--- src/rtl/jpeg_pkg.sv ---
// Shared JPEG block constants and zigzag <-> raster index helpers.
// Pure combinational helpers; no state, no latency.
// No flow control; used by the decode-side reorder buffer and the encoder-side zigzag.
package jpeg_pkg;

  localparam int BLK_EDGE  = 8;
  localparam int BLK_COEFS = 64;

  // Zigzag scan position -> raster position (row*8 + col) within an 8x8 block.
  localparam logic [5:0] ZZ2RASTER [BLK_COEFS] = '{
    6'd0,  6'd1,  6'd8,  6'd16, 6'd9,  6'd2,  6'd3,  6'd10,
    6'd17, 6'd24, 6'd32, 6'd25, 6'd18, 6'd11, 6'd4,  6'd5,
    6'd12, 6'd19, 6'd26, 6'd33, 6'd40, 6'd48, 6'd41, 6'd34,
    6'd27, 6'd20, 6'd13, 6'd6,  6'd7,  6'd14, 6'd21, 6'd28,
    6'd35, 6'd42, 6'd49, 6'd56, 6'd57, 6'd50, 6'd43, 6'd36,
    6'd29, 6'd22, 6'd15, 6'd23, 6'd30, 6'd37, 6'd44, 6'd51,
    6'd58, 6'd59, 6'd52, 6'd45, 6'd38, 6'd31, 6'd39, 6'd46,
    6'd53, 6'd60, 6'd61, 6'd54, 6'd47, 6'd55, 6'd62, 6'd63
  };

  function automatic logic [5:0] zz2r(input logic [5:0] zz);
    return ZZ2RASTER[zz];
  endfunction

  function automatic logic [2:0] coef_row(input logic [5:0] raster);
    return raster[5:3];
  endfunction

  function automatic logic [2:0] coef_col(input logic [5:0] raster);
    return raster[2:0];
  endfunction

endpackage

--- src/rtl/izz_bank.sv ---
// One 8x8 coefficient bank: single write port, 8-wide row read (plus column read with IZZ_TRANSPOSE_EN).
// Write lands on the clock edge; reads are combinational from storage.
// No flow control here; the parent decides when writes happen and which beat is read.
module izz_bank
  import jpeg_pkg::*;
#(
  parameter int DW = 8
) (
  input  logic            clk,
  input  logic            we_i,
  input  logic [5:0]      widx_i,
  input  logic [DW-1:0]   wdat_i,
  input  logic [2:0]      rsel_i,
  output logic [8*DW-1:0] row_o
`ifdef IZZ_TRANSPOSE_EN
  ,
  output logic [8*DW-1:0] col_o
`endif
);

  // Storage is intentionally not reset: a bank is only read once its full flag says it was rewritten.
  logic [DW-1:0] mem_q [BLK_COEFS];

  // Scatter one coefficient into its raster slot.
  always_ff @(posedge clk) begin
    if (we_i) begin
      mem_q[widx_i] <= wdat_i;
    end
  end

  // Row rsel_i, column 0 in the most significant lane.
  always_comb begin
    row_o = '0;
    for (int c = 0; c < BLK_EDGE; c++) begin
      row_o[8*DW-1-c*DW -: DW] = mem_q[{rsel_i, 3'(c)}];
    end
  end

`ifdef IZZ_TRANSPOSE_EN
  // Column rsel_i, row 0 in the most significant lane.
  always_comb begin
    col_o = '0;
    for (int r = 0; r < BLK_EDGE; r++) begin
      col_o[8*DW-1-r*DW -: DW] = mem_q[{3'(r), rsel_i}];
    end
  end
`endif

endmodule

--- src/rtl/izz_pingpong_buffer.sv ---
// Inverse-zigzag ping-pong buffer: zigzag coefficients in (1/cycle), raster rows of 8 out to the IDCT.
// First row is valid the cycle after the 64th coefficient of a block is accepted.
// in_ready drops only when both banks hold undrained blocks; out_data/out_row hold while out_ready is low.
// Optional build macro IZZ_TRANSPOSE_EN adds out_transpose for column-order output.
module izz_pingpong_buffer
  import jpeg_pkg::*;
#(
  parameter int DW  = 8,
  parameter int BLK = 8
) (
  input  logic            clk,
  input  logic            rst_n,
  input  logic            flush,
  input  logic            in_valid,
  output logic            in_ready,
  input  logic [DW-1:0]   in_data,
  output logic            out_valid,
  input  logic            out_ready,
  output logic [8*DW-1:0] out_data,
  output logic [2:0]      out_row,
  output logic            out_last
`ifdef IZZ_TRANSPOSE_EN
  ,
  input  logic            out_transpose
`endif
);

  if (BLK != BLK_EDGE) begin : g_blk_check
    $error("izz_pingpong_buffer: BLK must be 8");
  end

  logic [1:0] bank_full_q, bank_full_d;
  logic       wr_bank_q,   wr_bank_d;
  logic [5:0] wr_idx_q,    wr_idx_d;
  logic       rd_bank_q,   rd_bank_d;
  logic [2:0] rd_row_q,    rd_row_d;

  logic accept;
  logic xfer;
  logic [5:0] wr_raster;

  logic [8*DW-1:0] row_rd [2];
`ifdef IZZ_TRANSPOSE_EN
  logic [8*DW-1:0] col_rd [2];
  logic            tr_q, tr_d;
  logic            tr_now;
`endif

  // Handshake flags come from registered state only, never from in_valid/out_ready.
  assign in_ready  = !bank_full_q[wr_bank_q];
  assign out_valid = bank_full_q[rd_bank_q];
  assign out_row   = rd_row_q;
  assign out_last  = out_valid && (rd_row_q == 3'd7);

  assign accept    = in_valid && in_ready;
  assign xfer      = out_valid && out_ready;
  assign wr_raster = zz2r(wr_idx_q);

  for (genvar b = 0; b < 2; b++) begin : g_bank
    izz_bank #(.DW(DW)) u_bank (
      .clk    (clk),
      .we_i   (accept && !flush && (wr_bank_q == 1'(b))),
      .widx_i (wr_raster),
      .wdat_i (in_data),
      .rsel_i (rd_row_q),
      .row_o  (row_rd[b])
`ifdef IZZ_TRANSPOSE_EN
      ,
      .col_o  (col_rd[b])
`endif
    );
  end

`ifdef IZZ_TRANSPOSE_EN
  // Beat 0 follows the live input; later beats use the mode captured when beat 0 transferred.
  assign tr_now   = (rd_row_q == 3'd0) ? out_transpose : tr_q;
  assign out_data = tr_now ? col_rd[rd_bank_q] : row_rd[rd_bank_q];
`else
  assign out_data = row_rd[rd_bank_q];
`endif

  // Next-state: write side fills wr_bank, read side drains rd_bank; flush overrides both.
  always_comb begin
    bank_full_d = bank_full_q;
    wr_bank_d   = wr_bank_q;
    wr_idx_d    = wr_idx_q;
    rd_bank_d   = rd_bank_q;
    rd_row_d    = rd_row_q;
`ifdef IZZ_TRANSPOSE_EN
    tr_d        = tr_q;
`endif
    if (flush) begin
      bank_full_d = 2'b00;
      wr_bank_d   = 1'b0;
      wr_idx_d    = 6'd0;
      rd_bank_d   = 1'b0;
      rd_row_d    = 3'd0;
`ifdef IZZ_TRANSPOSE_EN
      tr_d        = 1'b0;
`endif
    end else begin
      if (accept) begin
        if (wr_idx_q == 6'(BLK_COEFS - 1)) begin
          bank_full_d[wr_bank_q] = 1'b1;
          wr_bank_d              = !wr_bank_q;
          wr_idx_d               = 6'd0;
        end else begin
          wr_idx_d = wr_idx_q + 6'd1;
        end
      end
      // Set and clear never hit the same bank: a full rd_bank is never the bank being written.
      if (xfer) begin
`ifdef IZZ_TRANSPOSE_EN
        if (rd_row_q == 3'd0) begin
          tr_d = out_transpose;
        end
`endif
        if (rd_row_q == 3'd7) begin
          bank_full_d[rd_bank_q] = 1'b0;
          rd_bank_d              = !rd_bank_q;
          rd_row_d               = 3'd0;
        end else begin
          rd_row_d = rd_row_q + 3'd1;
        end
      end
    end
  end

  // Control state registers; async reset discards any partial or pending block.
  always_ff @(posedge clk or negedge rst_n) begin
    if (!rst_n) begin
      bank_full_q <= 2'b00;
      wr_bank_q   <= 1'b0;
      wr_idx_q    <= 6'd0;
      rd_bank_q   <= 1'b0;
      rd_row_q    <= 3'd0;
`ifdef IZZ_TRANSPOSE_EN
      tr_q        <= 1'b0;
`endif
    end else begin
      bank_full_q <= bank_full_d;
      wr_bank_q   <= wr_bank_d;
      wr_idx_q    <= wr_idx_d;
      rd_bank_q   <= rd_bank_d;
      rd_row_q    <= rd_row_d;
`ifdef IZZ_TRANSPOSE_EN
      tr_q        <= tr_d;
`endif
    end
  end

endmodule

--- config.mk ---
export PLATFORM = sky130hd
export DESIGN_NAME = izz_pingpong_buffer
export DESIGN_NICKNAME = d
export VERILOG_FILES = /design/src/rtl/jpeg_pkg.sv /design/src/rtl/izz_bank.sv /design/src/rtl/izz_pingpong_buffer.sv
export SDC_FILE = /design/constraint.sdc
export NUM_CORES = 1
export LEC_CHECK = 0
export CORE_AREA = 2 2 308 310
export CTS_BUF_LIST = sky130_fd_sc_hd__clkbuf_4 sky130_fd_sc_hd__clkbuf_8
export CTS_CLUSTER_DIAMETER = 30
export DETAILED_ROUTE_END_ITERATION = 8
export DIE_AREA = 0 0 310 312
export HOLD_SLACK_MARGIN = 0.03
export SYNTH_ARGS = -nofsm -noshare
export SYNTH_HDL_FRONTEND = slang
export SYNTH_SLANG_ARGS = --single-unit
--- constraint.sdc ---
create_clock -name clk -period 5.75 [get_ports clk]
set_input_delay 1.15 -clock clk [delete_from_list [all_inputs] [get_ports clk]]
set_output_delay 1.15 -clock clk [all_outputs]
set_load 0.01 [all_outputs]
==> flow_metrics.tcl <==
set metrics [dict create \
    io_buffer_count 82 \
    area.sequential_um2 31100 \
    final-hold-violation-count 0 \
    clock_sink_count 1037 \
    areaGrowthSynthToFinish_pct 18.2 \
    slew_viol_final 0 \
    postCtsSetupBuffers 0 \
    floorplan.die.height_um 312 \
    cell_types_with_the_largest_area_share_after_synthesis "sky130_fd_sc_hd__edfxtp_1, sky130_fd_sc_hd__mux4_2, sky130_fd_sc_hd__nor4_1" \
    critical_path_required_ps 4600 \
    fmax_mhz 201 \
    synth-seq-cells 1037 \
    min-delay-path-class "flop to flop" \
    detailedRoute.firstIterationViolations 1951 \
    path_clk_slew_ps 50 \
    grt_antenna_before_repair 4 \
    drt_first_pass_iters 5 \
    dieArea_um2 96700 \
    place_congestion 0.808 \
    met3_grt_util_pct 4.20 \
    cts_hold_buffers 0 \
    place.detailed.instances 3169 \
    grt.total_usage_pct 19.7 \
    maxCapViolations 0 \
    dpl.hpwl_mm 55.5 \
    final_worst_hold_slack_ps 639 \
    cts_inserted_buffers 195 \
    cts_resized 0 \
    timing.setup.critical_path_class "flop to output port" \
    critPathMaxFanout 52 \
    fin_setup_tns_ps 0 \
    final_min_period_over_clock_period_pct 86.6 \
    power.static_leakage_nw 14.8 \
    grt_start_max_net_pins 90 \
    setup_ws_ps 768 \
    clock_insertion_delay_worst_skew_ps 850 \
    synth_cell_types 69 \
    setup_repair_after_global_routing_missed_its_margin "false" \
    global_route.usage.met2_pct 31.2 \
    run_status "complete, no violations" \
    die_w_um 310 \
    via_count_of_the_first_global_routing_pass 21200 \
    gr-max-usage-layer "met2" \
    postSynthAreaPerCell_um2 22.8 \
    post_synth_most_frequent_cells "sky130_fd_sc_hd__edfxtp_1, sky130_fd_sc_hd__mux4_2, sky130_fd_sc_hd__nor4_1" \
    cts.root.buffer_cell "sky130_fd_sc_hd__clkbuf_8" \
    initial_utilization_pct 44.7 \
    ys_seq_area_share_pct 74.6 \
    num-fill-cells 7222 \
    yosysTopAreaCellShare_pct 73.9 \
    syn_inst 1827 \
    post-place-ws_ps 1230 \
    worstSetupStartpointType "flop" \
    layoutNonFillerInstCount 3525 \
    worst-slew-pin-transition_ps 1290 \
    finalCriticalPeriod_ps 4980 \
    final.setup_skew_ps 42.2 \
    globalRoute.totalOverflow 0 \
    vias_per_cell 5.68 \
    syn-num-nets 1864 \
    worst-endpoint-arrival_ps 3830 \
    path_cells "buf_12 -> buf_12 -> mux4_2 -> mux4_2 -> clkdlybuf4s50_1" \
    cp_slowest_cell "sky130_fd_sc_hd__mux4_2" \
    gr-usage-met1_pct 27.6 \
    cts_tree "built" \
    ios 83 \
    synthArstFlopShare_pct 1.25 \
    max_slew_margin_pct 13.5 \
    timing.final.setup_violations 0 \
    cts.htree.levels 4 \
    ir_worst_vdd_uv 237 \
    core-area_um2 93000 \
    synth.most_common_cell "sky130_fd_sc_hd__edfxtp_1" \
    final_util_pct 52.9 \
    placement.cell_area_um2 44800 \
    final_nets 2149 \
    remaining_drc_errors 0 \
    synth_largest_area_cell "sky130_fd_sc_hd__edfxtp_1" \
    ys.warnings.count 0 \
    total_power_mw 16.4 \
    final_antenna_net_count 0 \
    grt_pass1_wl_mm 140 \
    synth_flop_cell "sky130_fd_sc_hd__edfxtp_1" \
    cts_buffer_depth 3 \
    endpoint_kind_of_the_worst_setup_timing_path "output port" \
    multi_input_logic_area_um2 10200 \
    number_of_vias_in_the_routed_layout 20000 \
    routed_wirelength_mm 93.1 \
    synth_edf_count 1024 \
    synth.cell_area_um2 41600 \
    finish.instance_area_um2 49200 \
    power-per-cell-area_nw_per_um2 334 \
    largest_incremental_delay_on_the_critical_path_ps 630 \
    std_cell_rows 112 \
    wire_per_inst_um 26.4 \
    worst_reg_to_reg_setup_slack_ps 1410 \
    layout-drive-gt1-share_pct 40.7 \
]
layer usage:
metal  vias to the layer above  part of all wire (%)
met5                         -                 0.023
met4                         4                   2.2
met3                       147                   5.7
met2                       643                    49
met1                     10700                    43
li1                       8535                     -
cell families (layout without fill, tap and decap cells):
family	after synthesis	in the layout	synth area share, %
and+or+nand+nor	233	233	4.01
muxes	326	326	17.5
AOI/OAI and AO/OA	63	63	1.28
other	0	3	0
DFF	1037	1037	74.6
xor gates and xnor gates	5	5	0.123
adders and majority gates	24	24	0.721
buffers and inverters	139	580	1.77
power breakdown:
part | internal (mW) | leakage (nW) | total (mW) | switching (mW)
combinational | 0.0554 | 3.27 | 0.298 | 0.243
clock | 4.66 | 2.18 | 7.83 | 3.17
sequential | 8.32 | 9.37 | 8.32 | 0.00552
final cells by class:
type / instances / share of cell area (%)
sequential: 1037 / 63.2
multi-input combinational: 651 / 20.7
clock buffer: 232 / 6.06
timing repair buffer: 218 / 3.96
tap: 1254 / 3.19
clock inverter: 121 / 2.81
inverter: 9 / 0.0687
antenna: 3 / 0.0153
placed cells by master (no fill, tap or decap), types with 5 or more instances in the layout:
master,netlist,routed
sky130_fd_sc_hd__nand3_1,6,6
sky130_fd_sc_hd__clkinvlp_4,0,24
sky130_fd_sc_hd__mux4_2,320,320
sky130_fd_sc_hd__bufinv_16,0,26
sky130_fd_sc_hd__nor2b_1,5,5
sky130_fd_sc_hd__nor2_1,16,16
sky130_fd_sc_hd__o21ai_0,5,5
sky130_fd_sc_hd__nor4_2,39,93
sky130_fd_sc_hd__nand2_1,21,21
sky130_fd_sc_hd__clkbuf_8,0,198
sky130_fd_sc_hd__clkinv_4,0,8
sky130_fd_sc_hd__a211oi_1,6,6
sky130_fd_sc_hd__ha_1,24,24
sky130_fd_sc_hd__dfrtp_1,13,9
sky130_fd_sc_hd__inv_1,7,7
sky130_fd_sc_hd__buf_12,0,10
sky130_fd_sc_hd__edfxtp_1,1024,1024
sky130_fd_sc_hd__buf_4,9,134
sky130_fd_sc_hd__nand2b_1,13,13
sky130_fd_sc_hd__clkdlybuf4s50_1,0,74
sky130_fd_sc_hd__nor4_1,91,37
sky130_fd_sc_hd__a21oi_1,12,12
sky130_fd_sc_hd__inv_6,0,6
sky130_fd_sc_hd__nor3_1,10,10
sky130_fd_sc_hd__clkbuf_4,0,34
sky130_fd_sc_hd__clkinv_2,0,20
sky130_fd_sc_hd__clkinv_1,0,32
flip-flops by register name (all words and copies together), names as in the netlist:
signal	cells
g_bank.u_bank.mem_q	1024
wr_bank_q	1
wr_idx_q	6
rd_bank_q	1
bank_full_q	2
out_row	3
path summary, 6_finish.rpt:
| kind | from | to | depth (start not counted) |
|---|---|---|---|
| setup reg to reg | wr_idx_q[0]$_DFFE_PN0P_ | g_bank[1].u_bank.mem_q[49][5]$_DFFE_PP_ | 8 |
| hold / removal | bank_full_q[0]$_DFF_PN0_ | rd_bank_q$_DFFE_PN0P_ | 2 |
| setup / recovery | out_row[0]$_DFFE_PN0P_ | out_data[43] | 5 |
| hold reg to reg | bank_full_q[0]$_DFF_PN0_ | rd_bank_q$_DFFE_PN0P_ | 2 |
| min in group asynchronous | rst_n | out_row[2]$_DFFE_PN0P_ | 1 |
| max in group asynchronous | rst_n | rd_bank_q$_DFFE_PN0P_ | 1 |
critical path, delay by kind of cell (launching register included):
family	cells	cell delay [ps]
buffers and inverters	3	1210
flip-flops	1	570
multiplexers	2	1120
No activity file was read; power rests on OpenSTA's default activity.
